## src/rtl/i2c_reg_access.sv

```systemverilog
// I2C register-access master: START, slave address with ACK polling, pointer, write payload or repeated-start read, STOP.
// Latency: START to END_OK = 4+36*N cycles for a write, 7+36*(N1+N2) for a read, plus 40 cycles per address retry.
// Backpressure: none; GO is honoured only as a high-then-low sequence while idle and is ignored while busy.
module i2c_reg_access #(
    parameter int PTR_BYTES  = 1,
    parameter int DATA_BYTES = 1,
    parameter int MAX_RETRY  = 255
) (
    input  logic                    PT_CK,
    input  logic                    RESET_N,
    input  logic                    GO,
    input  logic                    RW,
    input  logic [7:0]              SLAVE_ADDRESS,
    input  logic [8*PTR_BYTES-1:0]  POINTER,
    input  logic [8*DATA_BYTES-1:0] WDATA,
    input  logic                    SDAI,
    output logic                    SDAO,
    output logic                    SCLO,
    output logic                    END_OK,
    output logic                    ACK_OK,
    output logic                    NACK_ERR,
    output logic [8*DATA_BYTES-1:0] RDATA,
    output logic [7:0]              RETRY_CNT
);
    localparam int TXW = 8*(1+PTR_BYTES+DATA_BYTES);
    localparam int RXW = 8*DATA_BYTES;

    typedef enum logic [2:0] {
        S_IDLE, S_ARM, S_START, S_BIT, S_RSTART, S_STOP, S_RETRY, S_DONE
    } state_t;

    state_t         state, state_n;
    logic [1:0]     sub;        // bit phase in S_BIT, step in RSTART/STOP/RETRY
    logic [3:0]     bit_idx;    // 0..7 data bits, 8 = ACK bit
    logic [2:0]     byte_cnt;   // byte index within the current START segment
    logic           seg2;       // after the repeated start of a read
    logic           rw_q;
    logic           err_q;
    logic           sda_hold;   // SDA value of the previous cycle, held through ph0
    logic [6:0]     addr_q;
    logic [TXW-1:0] tx_sr;      // outgoing bytes, current byte in the top 8 bits
    logic [RXW-1:0] rx_sr;

    logic [7:0]     cur_byte;
    logic [2:0]     seg_bytes;
    logic           rd_byte, ack_bit, last_byte, bit_val, retry_ok;
    logic           launch, byte_ok, nack_fail, do_retry, finish;

    assign cur_byte  = tx_sr[TXW-1 -: 8];
    assign rd_byte   = seg2 && (byte_cnt != 3'd0);
    assign ack_bit   = (bit_idx == 4'd8);
    assign seg_bytes = seg2 ? 3'(1+DATA_BYTES)
                     : (rw_q ? 3'(1+PTR_BYTES) : 3'(1+PTR_BYTES+DATA_BYTES));
    assign last_byte = (byte_cnt == seg_bytes - 3'd1);
    // Slave-driven bits are released; on read bytes the master ACKs all but the last byte.
    assign bit_val   = ack_bit ? (rd_byte ? last_byte : 1'b1)
                               : (rd_byte ? 1'b1 : cur_byte[3'd7 - bit_idx[2:0]]);
    assign retry_ok  = (int'(RETRY_CNT) < MAX_RETRY);

    // State register; sub restarts whenever the state changes and wraps inside S_BIT.
    always_ff @(posedge PT_CK or negedge RESET_N) begin
        if (!RESET_N) begin
            state <= S_IDLE;
            sub   <= 2'd0;
        end else begin
            state <= state_n;
            sub   <= (state_n == state) ? sub + 2'd1 : 2'd0;
        end
    end

    // Next state, bus pins and sequencing strobes.
    always_comb begin
        state_n   = state;
        SDAO      = 1'b1;
        SCLO      = 1'b1;
        launch    = 1'b0;
        byte_ok   = 1'b0;
        nack_fail = 1'b0;
        do_retry  = 1'b0;
        finish    = 1'b0;
        case (state)
            S_IDLE:  if (GO) state_n = S_ARM;
            S_ARM: begin
                if (!GO) begin
                    state_n = S_START;
                    launch  = 1'b1;
                end
            end
            S_START: begin
                SDAO    = 1'b0;
                state_n = S_BIT;
            end
            S_BIT: begin
                SCLO = sub[1];
                SDAO = (sub == 2'd0) ? sda_hold : bit_val;
                if (sub == 2'd3 && ack_bit) begin
                    if (!rd_byte && SDAI) begin
                        if (!seg2 && byte_cnt == 3'd0 && retry_ok) begin
                            do_retry = 1'b1;
                            state_n  = S_RETRY;
                        end else begin
                            nack_fail = 1'b1;
                            state_n   = S_STOP;
                        end
                    end else begin
                        byte_ok = 1'b1;
                        if (last_byte)
                            state_n = (!seg2 && rw_q) ? S_RSTART : S_STOP;
                    end
                end
            end
            S_RSTART: begin
                SDAO = (sub != 2'd2);
                SCLO = (sub != 2'd0);
                if (sub == 2'd2) state_n = S_BIT;
            end
            S_STOP, S_RETRY: begin
                SDAO = (sub == 2'd2);
                SCLO = (sub != 2'd0);
                if (sub == 2'd2) begin
                    state_n = (state == S_STOP) ? S_DONE : S_START;
                    finish  = (state == S_STOP);
                end
            end
            S_DONE:  state_n = S_IDLE;
            default: state_n = S_IDLE;
        endcase
    end

    // Command latch, shift registers, counters and status reporting.
    always_ff @(posedge PT_CK or negedge RESET_N) begin
        if (!RESET_N) begin
            bit_idx   <= 4'd0;
            byte_cnt  <= 3'd0;
            seg2      <= 1'b0;
            rw_q      <= 1'b0;
            err_q     <= 1'b0;
            sda_hold  <= 1'b1;
            addr_q    <= 7'd0;
            tx_sr     <= '0;
            rx_sr     <= '0;
            END_OK    <= 1'b1;
            ACK_OK    <= 1'b0;
            NACK_ERR  <= 1'b0;
            RDATA     <= '0;
            RETRY_CNT <= 8'd0;
        end else begin
            sda_hold <= SDAO;
            if (launch) begin
                rw_q      <= RW;
                addr_q    <= SLAVE_ADDRESS[7:1];
                tx_sr     <= {SLAVE_ADDRESS & 8'hFE, POINTER, WDATA};
                seg2      <= 1'b0;
                err_q     <= 1'b0;
                bit_idx   <= 4'd0;
                byte_cnt  <= 3'd0;
                END_OK    <= 1'b0;
                ACK_OK    <= 1'b0;
                NACK_ERR  <= 1'b0;
                RETRY_CNT <= 8'd0;
            end
            if (state == S_BIT && sub == 2'd3) begin
                bit_idx <= ack_bit ? 4'd0 : bit_idx + 4'd1;
                if (rd_byte && !ack_bit) rx_sr <= {rx_sr[RXW-2:0], SDAI};
            end
            if (byte_ok) begin
                byte_cnt <= byte_cnt + 3'd1;
                tx_sr    <= {tx_sr[TXW-9:0], 8'h00};
            end
            if (state == S_RSTART) begin
                seg2               <= 1'b1;
                byte_cnt           <= 3'd0;
                tx_sr[TXW-1 -: 8]  <= {addr_q, 1'b1};
            end
            if (do_retry && RETRY_CNT != 8'hFF) RETRY_CNT <= RETRY_CNT + 8'd1;
            if (nack_fail) err_q <= 1'b1;
            if (finish) begin
                END_OK   <= 1'b1;
                ACK_OK   <= !err_q;
                NACK_ERR <= err_q;
                if (!err_q && rw_q) RDATA <= rx_sr;
            end
        end
    end
endmodule

```

## config.mk

```make
export PLATFORM = sky130hd
export DESIGN_NAME = i2c_reg_access
export DESIGN_NICKNAME = d
export VERILOG_FILES = /design/src/rtl/i2c_reg_access.sv
export SDC_FILE = /design/constraint.sdc
export NUM_CORES = 1
export LEC_CHECK = 0
export ABC_CLOCK_PERIOD_IN_PS = 1830
export BUFFER_PORTS_ARGS = -buffer_cell sky130_fd_sc_hd__buf_2
export CAP_MARGIN = 30
export CELL_PAD_IN_SITES_DETAIL_PLACEMENT = 1
export CELL_PAD_IN_SITES_GLOBAL_PLACEMENT = 1
export CORE_UTILIZATION = 41
export CTS_CLUSTER_SIZE = 8
export DETAILED_ROUTE_END_ITERATION = 8
export PLACE_DENSITY_LB_ADDON = 0.1
export SLEW_MARGIN = 10
export SYNTH_ARGS = -nofsm -noshare
export SYNTH_HDL_FRONTEND = slang
export SYNTH_SLANG_ARGS = --single-unit
```

## constraint.sdc

```tcl
create_clock -name PT_CK -period 1.83 [get_ports PT_CK]
set_input_delay 0.2745 -clock PT_CK [delete_from_list [all_inputs] [get_ports PT_CK]]
set_output_delay 0.2745 -clock PT_CK [all_outputs]
set_load 0.01 [all_outputs]
```

**Word-level counts from Yosys, hierarchy flattened**

Index checks and enable logic that the tools add are counted.

- Logic and storage cells: 123
- Memories: 0
- Flip-flop bits (word level): 74
- Memory bits (writable): 0
- Bits in read-only memories: 0
- Latch bits: 0
- Output and inout port bits: 21

- Equal/unequal tests: 14
- Bitwise operators: 0
- Shift operators: 0
- Multiply operators: 0
- Div/mod/pow operators: 0
- Multiplexer cells: 54
- $add $sub $neg: 6
- Reduce and logical (&&, ||, !) cells: 30
- Magnitude comparators: 2

Operators with widths:

| cell | number |
|---|---|
| $mux 24 | 2 |
| $mux 3 | 11 |
| $mux 1 | 29 |
| $mux 8 | 3 |
| $pmux 3 s7 | 1 |
| $reduce_bool 2->1 | 7 |
| $eq 3x3->1 const B | 4 |
| $mux 4 | 3 |
| $logic_and 1x1->1 | 10 |
| $add 8x1->8 const B | 1 |
| $lt 8x8->1 const B | 1 |
| $ne 8x8->1 const B | 1 |
| $eq 3x2->1 const B | 2 |
| $eq 3x3->1 | 2 |
| $logic_not 3->1 | 2 |
| $reduce_bool 3->1 | 2 |
| $add 4x1->4 const B | 1 |
| $eq 2x2->1 const B | 2 |
| $eq 4x4->1 const B | 1 |
| $logic_not 1->1 | 4 |
| $lt 3x4->1 const B | 1 |
| $mux 2 | 2 |
| $pmux 1 s4 | 1 |
| $reduce_and 2->1 | 2 |
| 11 further kinds | 11 |

**Logic depth before layout (Yosys ltp)**

Gate-level depths: netlist of the first run.

- Depth after elaboration: 10
- Depth in mapped cells: 7
- Mapped depth without buffers: 6

**Least setup slack after synthesis of the first run**

OpenSTA, ideal clock, no wires.

- Path kind: register -> register
- Start: register RETRY_CNT[0]
- End: register RETRY_CNT[2]
- Library setup time: 0.124 ns
- Stages on the path, launching flop included: 6
- Arrival: 1.758 ns
- Path slack: -0.052 ns
- Path buffers: 0
- Cell sequence: dfrtp_1 -> ha_1 -> and4_1 -> a2111oi_4 -> nor2_2 -> a211o_1

- Longest elaborated chain between the ends: 8

Ends and longest elaborated chain:

| item | line | text |
|---|---|---|
| from (decl) | 23 | `output logic [7:0] RETRY_CNT` |
| from (signal assigned) | 175 | `if (do_retry && RETRY_CNT != 8'hFF) RETRY_CNT <= RETRY_CNT + 8'd1;` |
| $lt 8x8->1 | 58 | `assign retry_ok = (int'(RETRY_CNT) < MAX_RETRY);` |
| $logic_and 1x1->1 | 98 | `if (!seg2 && byte_cnt == 3'd0 && retry_ok) begin` |
| $mux 1 | 98 |  |
| $mux 1 | 97 | `if (!rd_byte && SDAI) begin` |
| $mux 1 | 96 | `if (sub == 2'd3 && ack_bit) begin` |
| $mux 1 | 81 | `case (state)` |
| $logic_and 1x1->1 | 175 |  |
| $mux 8 or $reduce_bool 2->1 (tied branches) | -- |  |

Several ways; a longest one is shown, not always the timed one.
A chain may end at the register's enable or synchronous reset.

**Worst setup path after layout of the first run**

- Start: register bit_idx[0]
- End: output port SDAO

- Longest elaborated chain between the ends: 7

Ends and longest elaborated chain:

| item | line | text |
|---|---|---|
| from (decl) | 34 | `logic [3:0] bit_idx;` |
| from (signal assigned) | 163 | `bit_idx <= ack_bit ? 4'd0 : bit_idx + 4'd1;` |
| $sub 3x3->3 | 57 | `: (rd_byte ? 1'b1 : cur_byte[3'd7 - bit_idx[2:0]]);` |
| $bmux 1 s3 | 57 |  |
| $mux 1 (not written as such) | 57 |  |
| $mux 1 | 57 |  |
| $mux 1 (*) | 56 | `assign bit_val = ack_bit ? (rd_byte ? last_byte : 1'b1)` |
| $mux 1 (*) | 95 | `SDAO = (sub == 2'd0) ? sda_hold : bit_val;` |
| $pmux 1 s4 (*) | 81 |  |
| to (decl) | 17 | `output logic SDAO,` |

Every way passes the cells marked *; elsewhere a longest branch is shown, timed or not. The select of a mux whose other input is x is not followed.

==> results of run 1 <==
==> kinds of logic (layout without fill, tap and decap cells) <==
kind of cell / count (synthesis) / in the layout
AOI/OAI and AO/OA: 79 / 79
xor gates and xnor gates: 2 / 2
adders and majority gates: 8 / 8
buffers and inverters: 26 / 140
DFF: 74 / 74
muxes: 21 / 21
and+or+nand+nor: 127 / 127
==> layout make-up <==
cell class | count | area (sq um) | share of cell area
Inverter | 10 | 40.0 | 0.00809
Tap cell | 108 | 135 | 0.0273
Multi-Input combinational cell | 237 | 1830 | 0.369
Clock buffer | 10 | 138 | 0.0278
Clock inverter | 6 | 97.6 | 0.0197
Timing Repair Buffer | 114 | 852 | 0.172
Sequential cell | 74 | 1860 | 0.375
==> power by group through the flow <==
stage	clock [mW]	sequential, mW	combinational, mW
floorplan	0	2.44	1.13
global route	1.61	2.54	2.44
detailed placement	0	2.49	1.92
CTS	1.52	2.47	2.11
global placement	0	2.47	1.85
finish	1.49	2.46	2.20
==> flip-flops by register name, indices dropped and copies added (netlist names) <==
signal	count
ACK_OK	1
END_OK	1
NACK_ERR	1
RDATA	8
RETRY_CNT	8
addr_q	7
bit_idx	4
byte_cnt	3
err_q	1
rw_q	1
rx_sr	8
sda_hold	1
seg2	1
state	3
sub	2
tx_sr	24
==> what timing repair did <==
action	4_1_cts	5_1_grt
pin swaps	9	6
setup endpoints to repair	32	45
gates cloned	0	1
hold buffers	1	0
hold endpoints to repair	36	0
resized for setup	20	19
buffers inserted	4	10
==> metal layers <==
metal | vias to the layer above | part of all wire | track usage
met5 | - | 0 | 0
met4 | 0 | 0.013 | 0.0551
met3 | 11 | 0.031 | 0.0455
met2 | 55 | 0.50 | 0.345
met1 | 1535 | 0.46 | 0.293
li1 | 1470 | - | -
==> cell usage in the layout (no fill, tap or decap), types with 3 or more instances in the layout <==
cell type  count
a21o_1         3
a21oi_1       15
nand2b_1       5
dfrtp_2        3
nor2b_1        3
nor3_1         4
ha_1           6
nor2_1         7
mux2_2        17
a32o_1         9
buf_12         4
buf_4         52
inv_1          9
buf_2         46
nand2_1       58
and3_1        11
a211o_1        4
buf_6          9
a221o_1       16
dfrtp_1       69
o21ai_0        8
clkbuf_8      10
nand3_1       10
==> final timing paths <==
kind | to | depth (start not counted) | slack [ps]
max in group asynchronous | tx_sr[18] | 3 | 810
worst max register to register | tx_sr[18] | 7 | -70
worst min-delay path | rw_q | 3 | 100
worst max-delay path | SDAO | 6 | -400
min in group asynchronous | state[1] | 2 | 440
worst min register to register | END_OK | 2 | 470
==> worst min-delay path, delay by kind of cell <==
| kind | cells | cell delay [ps] |
|---|---|---|
| buffers and inverters | 1 | 70 |
| and+or+nand+nor | 2 | 90 |
==> cell usage after synthesis (3+ instances only) <==
cell,instances
a32o_1,9
dfrtp_1,72
a211o_1,4
mux2_2,18
and3_1,11
a221o_1,16
nand2_1,59
ha_1,8
clkbuf_1,7
o21ai_0,9
a211oi_1,3
buf_2,6
inv_1,10
nand2b_1,6
a21oi_1,16
nand3_1,10
nor2b_1,4
nor2_1,8
a21o_1,3
nor3_1,4
==> summary.md, run 1 <==
| Metric | Value |
|---|---|
| Mux contribution to synthesized area | 0.0698 |
| HP Start | RW |
| Critical path startpoint category | flop |
| Total GRT Usage | 0.214 |
| Final Slew Violations | 0 |
| Initial drt markers | just under 90 |
| Die Span X | between 90 and 100 um |
| H-tree levels | 3 |
| Antenna violations before repair | 0 |
| Combinational power share | 0.358 |
| CP endpoint kind | primary output |
| Vias in the first global route | 3,131 |
| Fin nets | approximately 480 |
| TNS Setup | -1280 ps |
| Placed instance count | ~530 |
| CTS max path bufs | 2 |
| Net Sw Frac | 0.329 |
| Post-Syn Area | approximately 3700 sq um |
| Skew-Pair Late Insertion Delay | approximately 360 ps |
| Setup WS pre-CTS | -76.7 ps |
| Min Tclk post-route | approximately 2200 ps |
| Share of layout cells above drive strength 1 | 0.410 |
| Final worst hold slack | approximately 100 ps |
| Internal | 4.13 mW |
| Fin util | 0.567 |
| DIE HEIGHT | approximately 97 um |
| Largest family of logic cells by synthesized area | simple AND/OR/NAND/NOR gates |
| Final critical-path share of the clock period | 1.22 |
| Reg power frac | 0.400 |
| P_sw | 2.03 mW |
| Prevailing post-synth register cell | dfrtp_1 |
| Number of flops mapped to enable cells by yosys | 0 |
| #FFs+latches synth | 74 |
| DRC violations left | 0 |
| Pre-antenna DRT Iters | 4 |
| Syn avg cell area | between 10 and 15 sq um |
| Max_cap viols | 0 |
| Ant diodes | 0 |
| Cell family with most CP delay | multiplexers |
| Clk slew on worst S/H paths | around 90 ps |
| Final worst setup slack | -403 ps |
| Asr flop ratio synth | 1.00 |
| Leak | about 2.5 nW |
| # port buffers | 48 |
| Total vias in the final route | 3,071 |
| Pin count of the biggest net entering global routing | 40 |
| RSZ-0062 raised after global routing | yes |
| TritonCTS Buffers | 9 |
| Seq/Total Area, Yosys | 0.502 |
| Setup violations, final | 23 |
| CORE AREA | 8720 sq um |
| Violations in the final reports | negative setup slack |
| CP max-delay cell | mux4_2 |
| Hold WC Path Type | in2reg |
| Starting Density | 0.424 |
| Row count | 34 |
| Final Cell Area | 4950 sq um |
| Outcome | complete, but fails checks |
| Buf+Inv Stages, Crit Path | 2 |
| CTS tree | built |
| Total Wirelength | between 9000 and 10,000 um |
| Critical path's largest stage delay | roughly 500 ps |
| Skew final | about 15 ps |
| Via density | about 5.5 |
| Worst-path maximum fanout | 3 |
| PD cells | between 1000 and 1500 nW/um^2 |
| Synth Area in Simple Gates | 0.191 |
| Fill cells | 960 |
| Max Fclk | approximately 450 MHz |
| DPL Wire Length | between 6000 and 7000 um |
| Die area | roughly 9400 sq um |
| Reg2reg start | state[2] |
| Slew margin rel. | 0.634 |
| Worst path most repeated cell | buf_6 |
| Worst EP required | ~1600 ps |
| Final Hold Viols | 0 |
| Compound-Gate Fraction of Synth Area | 0.173 |
| Boundary Pins | 50 |
| Worst Tran Pin Value | between 500 and 600 ps |
| Adder-cell share of the synthesized area | 0.0271 |
| Syn_nets | about 370 |
| Final RePlAce weighted congestion | 0.769 |
| Synthesized instance count | 337 |
| Clock Tree Root | clkbuf_8 |
| Crit path DAT | ~2000 ps |
| DP Area | roughly 4400 sq um |
| DR WL/cell | between 15 and 20 um |
| Largest cells by area after synthesis | dfrtp_1, nand2_1, mux2_2, a221o_1, ha_1 |
| Crit path launch | bit_idx[0] |
| # clock sinks | 74 |
| Critical path class | reg2out |
| Ys Warns | 0 |
| First-pass GRT wire length | about 16,000 um |
| Final instance count without filler cells | 559 |
| Antenna viol nets, final | 0 |
| Area Growth Syn to Fin | 34.0% |
| Clk pwr share | 0.243 |
| Share of the synthesized area in the top cell type | 0.488 |
| Total congestion overflow | 0 |
| Post-synthesis xor/xnor area fraction | 0.00474 |
| Library cells used by synthesis | 63 |
| Crit-path cells | buf_6 > mux4_2 > nor2b_2 > nor4_2 > a31o_2 > buf_6 |
| Maximum VDD drop | 0.512 mV |
| Pwr Total | ~6 mW |
| Yosys top cell by area | dfrtp_1 |
Power figures use the tool's default switching activity.
==> run 2, diff against run 1 <==
--- a/config.mk
+++ b/config.mk
@@ -13,6 +13,8 @@
 export CORE_UTILIZATION = 41
 export CTS_CLUSTER_SIZE = 8
 export DETAILED_ROUTE_END_ITERATION = 8
+export HOLD_SLACK_MARGIN = 0.12
+export MAX_ROUTING_LAYER = met4
 export PLACE_DENSITY_LB_ADDON = 0.1
 export SLEW_MARGIN = 10
 export SYNTH_ARGS = -nofsm -noshare
==> run 2 against run 1 <==
Effect of this change: the run still ends with negative setup slack left; wire length up 0.77%; worst hold slack better by 28 ps; critical path depth unchanged; utilization up 0.46 points; first-iteration DRC count up 22%; global-route usage up 0.77 points; die area unchanged; largest cell class unchanged.
==> summary.md, run 2 (synthesized netlist as in run 1, its figures left out) <==
| Metric | Value |
|---|---|
| Outcome | complete, but fails checks |
| Violations in the final reports | negative setup slack |
| Boundary Pins | 50 (unchanged) |
| Maximum VDD drop | 0.511 mV (-0.19%) |
| Footprint of the multi-input gates | 1830 sq um (unchanged) |
| Via density | 5.48 (-0.32%) |
| Hold Crit Depth | 3 (unchanged) |
| Placed instance count | 527 (unchanged) |
| Fin util | 0.572 (+0.00459) |
| Combinational power share | 0.358 (about the same) |
| Total Wirelength | 9660 um (+0.77%) |
| # clock sinks | 74 (unchanged) |
| Skew-Pair Late Insertion Delay | 370 ps (about the same) |
| Most common cell after layout, fill and taps aside | dfrtp_1 |
| Row count | 34 (unchanged) |
| Clk slew on worst S/H paths | 90 ps (about the same) |
| Die Span X | 96.9 um (unchanged) |
| R2r setup slk | -70 ps (about the same) |
| Cell count of the worst reg-to-reg path | 7 (unchanged) |
| Net Sw Frac | 0.329 (about the same) |
| Clk pwr share | 0.242 (about the same) |
| Pre-antenna DRT Iters | 4 (unchanged) |
| CP max-delay cell | mux4_2 |
| Antenna violations before repair | 0 (unchanged) |
| Skew final | 16.6 ps (+1.90 ps) |
| P_sw | 2.03 mW (about the same) |
| Total GRT Usage | 0.222 (+0.00774) |
| DIE HEIGHT | 96.9 um (unchanged) |
| Critical path startpoint category | flop |
| Antenna viol nets, final | 0 (unchanged) |
| Total vias in the final route | 3,083 (+0.39%) |
| Reg power frac | 0.400 (about the same) |
| Most frequent cells in the layout | dfrtp_1, nand2_1, buf_4, buf_2, mux2_2 |
| DPL Wire Length | 6600 um (unchanged) |
| Share of layout cells above drive strength 1 | 0.407 (-0.00361) |
| Final RePlAce weighted congestion | 0.779 (+1.3%) |
| Fin nets | 487 (+0.83%) |
| Final Slew Violations | 0 (unchanged) |
| Setup violations, final | 23 (unchanged) |
| CORE AREA | 8720 sq um (unchanged) |
| Crit path DAT | 1960 ps (about the same) |
| Number of flip-flops in the largest register | 24 (unchanged) |
| H-tree levels | 3 (unchanged) |
| Worst path most repeated cell | buf_6 |
| Initial drt markers | 109 (+22%) |
| Largest register by flop count | tx_sr |
| Reg2reg start | state[2] |
| CP endpoint kind | primary output |
| Ant diodes | 0 (unchanged) |
| # port buffers | 48 (unchanged) |
| Pin count of the biggest net entering global routing | 40 (unchanged) |
| Worst Tran Pin Value | 538 ps (-5.13 ps) |
| Die area | 9390 sq um (unchanged) |
| Starting Density | 0.424 (unchanged) |
| Buf+Inv Stages, Crit Path | 2 (unchanged) |
| Worst EP required | 1560 ps (about the same) |
| Total congestion overflow | 0 (unchanged) |
| PD cells | 1240 nW/um^2 (-0.70%) |
| Register area | 1860 sq um (unchanged) |
| First-pass GRT wire length | 16,100 um (+0.78%) |
| Leak | 2.52 nW (+0.67%) |
| DRC violations left | 0 (unchanged) |
| Final Hold Viols | 0 (unchanged) |
| Final instance count without filler cells | 563 (+0.72%) |
| RSZ-0062 raised after global routing | yes |
| Worst-path maximum fanout | 3 (unchanged) |
| Vias in the first global route | 3,152 (+0.67%) |
| Min Tclk post-route | 2230 ps (-1.52 ps) |
| Levels on crit path | 6 (unchanged) |
| Crit path capture | SDAO |
| Hold WC Path Type | in2reg |
| TritonCTS Buffers | 9 (unchanged) |
| Max Fclk | 448 MHz (about the same) |
| DR WL/cell | 17.2 um (about the same) |
| CTS tree | built |
| Area Growth Syn to Fin | 35.1% |
| Final worst setup slack | -401 ps (+1.52 ps) |
| Max_cap viols | 0 (unchanged) |
| Final critical-path share of the clock period | 1.22 (about the same) |
| Critical path's largest stage delay | 500 ps (about the same) |
| Cell family with most CP delay | multiplexers |
| Fill cells | 961 (+0.10%) |
| Critical path class | reg2out |
| CTS max path bufs | 2 (unchanged) |
| Internal | 4.14 mW (+0.13%) |
| Crit path launch | bit_idx[0] |
| Clock Tree Root | clkbuf_8 |
| R2R Path End | tx_sr[18] |
| Crit-path cells | buf_6 > mux4_2 > nor2b_2 > nor4_2 > a31o_2 > buf_6 |
| Slew margin rel. | 0.637 (+0.00346) |
## run 2: cell types whose count changed in the layout (fill, tap and decap cells not counted)
cell / previous run / this run
dlygate4sd3_1: 1 / 5
## run 2: how the worst min path moves through the flow
stage | from | end | slack [ps]
after floorplan | RESET_N | ACK_OK | -20
after global placement | RESET_N | NACK_ERR | 290
after detailed placement | RESET_N | NACK_ERR | 290
after CTS | SLAVE_ADDRESS[2] | addr_q[1] | 130
after global routing | POINTER[7] | tx_sr[15] | 120
final | WDATA[6] | tx_sr[6] | 130
## run 2: final cells by class
type                    count  share of cell area
repair buffers            118               0.179
well taps                 108              0.0271
multi-input cells         237               0.366
clock inverters             6              0.0196
clock buffers              10              0.0276
inverters                  10             0.00803
flip-flops and latches     74               0.372
## run 2: power by group through the flow
stage | Combinational [mW] | Sequential, mW | Clock, mW
finish | 2.21 | 2.47 | 1.49
global route | 2.45 | 2.54 | 1.61
CTS | 2.12 | 2.47 | 1.52
detailed placement | 1.92 | 2.49 | 0
global placement | 1.85 | 2.47 | 0
floorplan | 1.13 | 2.44 | 0
## run 2: worst min-delay path: stages
cell	delay [ps]
buf_2	90
nand2_1	50
a21oi_1	50
## run 2: what timing repair did
item / 4_1_cts / 5_1_grt
setup endpoints to repair: 32 / 45
buffers inserted: 4 / 10
resized for setup: 20 / 19
hold endpoints to repair: 40 / 0
gates cloned: 0 / 1
hold buffers: 5 / 0
pin swaps: 9 / 6
## run 2: layer usage
metal	GRT usage	up-vias	wire, um
li1	-	1475	-
met1	0.296	1542	4440
met2	0.347	55	4830
met3	0.0455	11	264
met4	0.0563	0	119
met5	-	-	0
## run 2: stage by stage
stage          setup TNS [ps]  total power, mW  hold WS [ps]  setup WS (ps)  instance area [sq um]
3_3_place_gp             -238             4.32           292          -34.9                   4420
6_report                -1260             6.17           132           -401                   4990
3_5_place_dp             -906             4.41           292          -76.7                   4420
4_1_cts                 -1380             6.12           128           -430                   4820
5_1_grt                 -3110             6.59           118           -491                   4990
2_1_floorplan               0             3.57         -21.1          0.837                   3700
==> run 3, diff against run 2 <==
--- a/config.mk
+++ b/config.mk
@@ -5,7 +5,7 @@
 export SDC_FILE = /design/constraint.sdc
 export NUM_CORES = 1
 export LEC_CHECK = 0
-export ABC_CLOCK_PERIOD_IN_PS = 1830
+export ABC_CLOCK_PERIOD_IN_PS = 1800
 export BUFFER_PORTS_ARGS = -buffer_cell sky130_fd_sc_hd__buf_2
 export CAP_MARGIN = 30
 export CELL_PAD_IN_SITES_DETAIL_PLACEMENT = 1
==> constraint.sdc (replaced) <==
create_clock -name PT_CK -period 1.8 [get_ports PT_CK]
set_input_delay 0.27 -clock PT_CK [delete_from_list [all_inputs] [get_ports PT_CK]]
set_output_delay 0.27 -clock PT_CK [all_outputs]
set_load 0.01 [all_outputs]
==> run 3 against run 2 <==
Effect of this change: worst hold slack better by 4.6 ps; highest routed layer unchanged; wire length is 2.9% higher; global-route usage is 0.80 points higher; largest power group unchanged; via count is 1.5% higher; combinational power is 7% higher; utilization is 0.88 points higher; cell area is 1.5% higher; first-iteration DRC count is 20% lower; the flow still finishes with violations (negative setup slack); power is 3.7% higher; count of clock-buffer cells in the layout stayed put; critical path depth stayed put.
==> summary.md, run 3 (synthesized netlist as in run 1, its figures left out) <==
| Metric | Value |
|---|---|
| Net Sw Frac | 0.331 (+0.00203) |
| Hold WC Path Type | in2reg |
| Crit path DAT | 1940 ps (-20 ps) |
| CTS tree | built |
| Vias in the first global route | 3,225 (+2.3%) |
| Metal1 wirelength | 4610 um (+3.8%) |
| Ant diodes | 0 (unchanged) |
| Min Tclk post-route | roughly 2200 ps |
| Worst Tran Pin Value | 545 ps (+7.30 ps) |
| Outcome | complete, but fails checks |
| Skew final | 10.9 ps (-5.74 ps) |
| CP endpoint kind | primary output |
| Total Wirelength | 9930 um (+2.9%) |
| Buf+Inv Stages, Crit Path | 2 (unchanged) |
| Reg power frac | 0.392 (-0.008) |
| Pre-antenna DRT Iters | 4 (unchanged) |
| Boundary Pins | 50 (unchanged) |
| Routed wl met3 | 205 um (-22%) |
| PD cells | 1260 nW/um^2 (+2.1%) |
| Top Metal Used | met4 |
| DIE HEIGHT | 96.9 um (unchanged) |
| P_sw | 2.12 mW (+4.3%) |
| Final Slew Violations | 0 (unchanged) |
| DR WL/cell | 17.5 um (+1.8%) |
| Total vias in the final route | 3,129 (+1.5%) |
| CP max-delay cell | mux4_2 |
| Clk pwr share | 0.237 (-0.005) |
| Antenna violations before repair | 0 (unchanged) |
| Slew margin rel. | 0.633 (-0.00492) |
| Fin util | 0.581 (+0.00875) |
| Pwr Total | 6.39 mW (+3.7%) |
| CORE AREA | 8720 sq um (unchanged) |
| Largest register by flop count | tx_sr |
| Critical path startpoint category | flop |
| Share of layout cells above drive strength 1 | 0.447 (+0.0403) |
| Number of flip-flops in the largest register | 24 (unchanged) |
| Total congestion overflow | 0 (unchanged) |
| Maximum VDD drop | 0.689 mV (+35%) |
| Final worst setup slack | -414 ps (-12.7 ps) |
| Total GRT Usage | 0.230 (+0.00797) |
| Most frequent cells in the layout | dfrtp_1, buf_4, nand2_1, buf_2, mux2_2 |
| DRC violations left | 0 (unchanged) |
| Worst path most repeated cell | buf_6 |
| # clock sinks | 74 (unchanged) |
| Combinational power share | 0.370 (+0.012) |
| Pin count of the biggest net entering global routing | 40 (unchanged) |
| Critical path class | reg2out |
| DPL Wire Length | 6640 um (+0.56%) |
| TNS Setup | -453 ps (+807 ps) |
| Detail Route met2 WL | 5000 um (+3.5%) |
| Most common cell after layout, fill and taps aside | dfrtp_1 |
| Worst-path maximum fanout | 4 (+1) |
| Internal | 4.28 mW (+3.4%) |
| Skew-Pair Late Insertion Delay | 350 ps (-20 ps) |
| Max_cap viols | 0 (unchanged) |
| CTS max path bufs | 2 (unchanged) |
| Final critical-path share of the clock period | 1.23 |
| Final RePlAce weighted congestion | 0.763 (-2.1%) |
| Final Hold Viols | 0 (unchanged) |
| Max Fclk | ~450 MHz |
| Via density | 5.50 (+0.42%) |
| Crit-path cells | buf_6 > mux4_2 > nor2b_2 > nor4_2 > a31o_2 > buf_6 |
| # port buffers | 48 (unchanged) |
| Starting Density | 0.424 (unchanged) |
| Critical path's largest stage delay | 490 ps (about the same) |
| Fin nets | 493 (+1.2%) |
| TritonCTS Buffers | 9 (unchanged) |
| RSZ-0062 raised after global routing | yes |
| Clock Tree Root | clkbuf_8 |
| First-pass GRT wire length | 16,700 um (+3.6%) |
| Die Span X | 96.9 um (unchanged) |
| Row count | 34 (unchanged) |
| Cell family with most CP delay | multiplexers |
| Clk slew on worst S/H paths | 90 ps (about the same) |
| Antenna viol nets, final | 0 (unchanged) |
| Worst EP required | 1530 ps (-30 ps) |
| Die area | 9390 sq um (unchanged) |
| Setup violations, final | 3 (-87%) |
| H-tree levels | 3 (unchanged) |
| Initial drt markers | 87 (-20%) |
| Violations in the final reports | negative setup slack |
| Fill cells | 937 (-2.5%) |
| Final worst hold slack | 136 ps (+4.57 ps) |
| Leak | 2.53 nW (+0.53%) |
| Area Growth Syn to Fin | 37.1% |
[run 3: timing repair]
action                                 CTS  global route
pin swaps                                8             5
cloned                                   1             0
buffers inserted                         7             6
gates resized for setup                 24            21
hold buffers                             4             0
endpoints found under the hold margin   61             0
setup endpoints to repair               41            53
[run 3: power by group through the flow]
| stage | sequential, mW | combinational [mW] | clock, mW |
|---|---|---|---|
| detailed placement | 2.53 | 2.03 | 0 |
| global route | 2.58 | 2.62 | 1.63 |
| floorplan | 2.48 | 1.16 | 0 |
| global placement | 2.50 | 1.94 | 0 |
| CTS | 2.50 | 2.27 | 1.56 |
| finish | 2.51 | 2.37 | 1.52 |
[run 3: layout make-up]
| class | count | area, sq um | share of cell area |
|---|---|---|---|
| multi-input cells | 237 | 1880 | 0.371 |
| flip-flops and latches | 74 | 1860 | 0.367 |
| repair buffers | 124 | 920 | 0.182 |
| clock buffers | 10 | 138 | 0.0272 |
| well taps | 108 | 135 | 0.0267 |
| clock inverters | 6 | 97.6 | 0.0193 |
| inverters | 10 | 37.5 | 0.00741 |
[run 3: worst min-delay path: stages]
cell     delay (ps)
buf_2           100
nand2_1          40
a21oi_1          50
[run 3: path summary, 6_finish.rpt]
check                           startpoint           end  slack (ps)  cells past startpoint
max in group asynchronous          RESET_N      tx_sr[2]         920                      3
worst min register to register      END_OK        END_OK         470                      2
worst max register to register  bit_idx[0]  RETRY_CNT[2]         -20                      7
min in group asynchronous          RESET_N      state[0]         310                      2
worst max-delay path            bit_idx[0]          SDAO        -410                      6
worst min-delay path              WDATA[7]      tx_sr[7]         140                      3
[run 3: through the flow]
step | area (sq um) | worst slack [ps] | std cells
2_1_floorplan | 3710 | 2.41 | 337
5_1_grt | 5060 | -499 | 569
3_3_place_gp | 4510 | -109 | 537
6_report | 5060 | -414 | 569
3_5_place_dp | 4510 | -166 | 537
4_1_cts | 4940 | -425 | 565
[run 3: metal layers]
metal	vias to the layer above	track usage
li1	1479	-
met1	1596	0.302
met2	45	0.372
met3	9	0.0325
met4	0	0.0654
met5	-	-
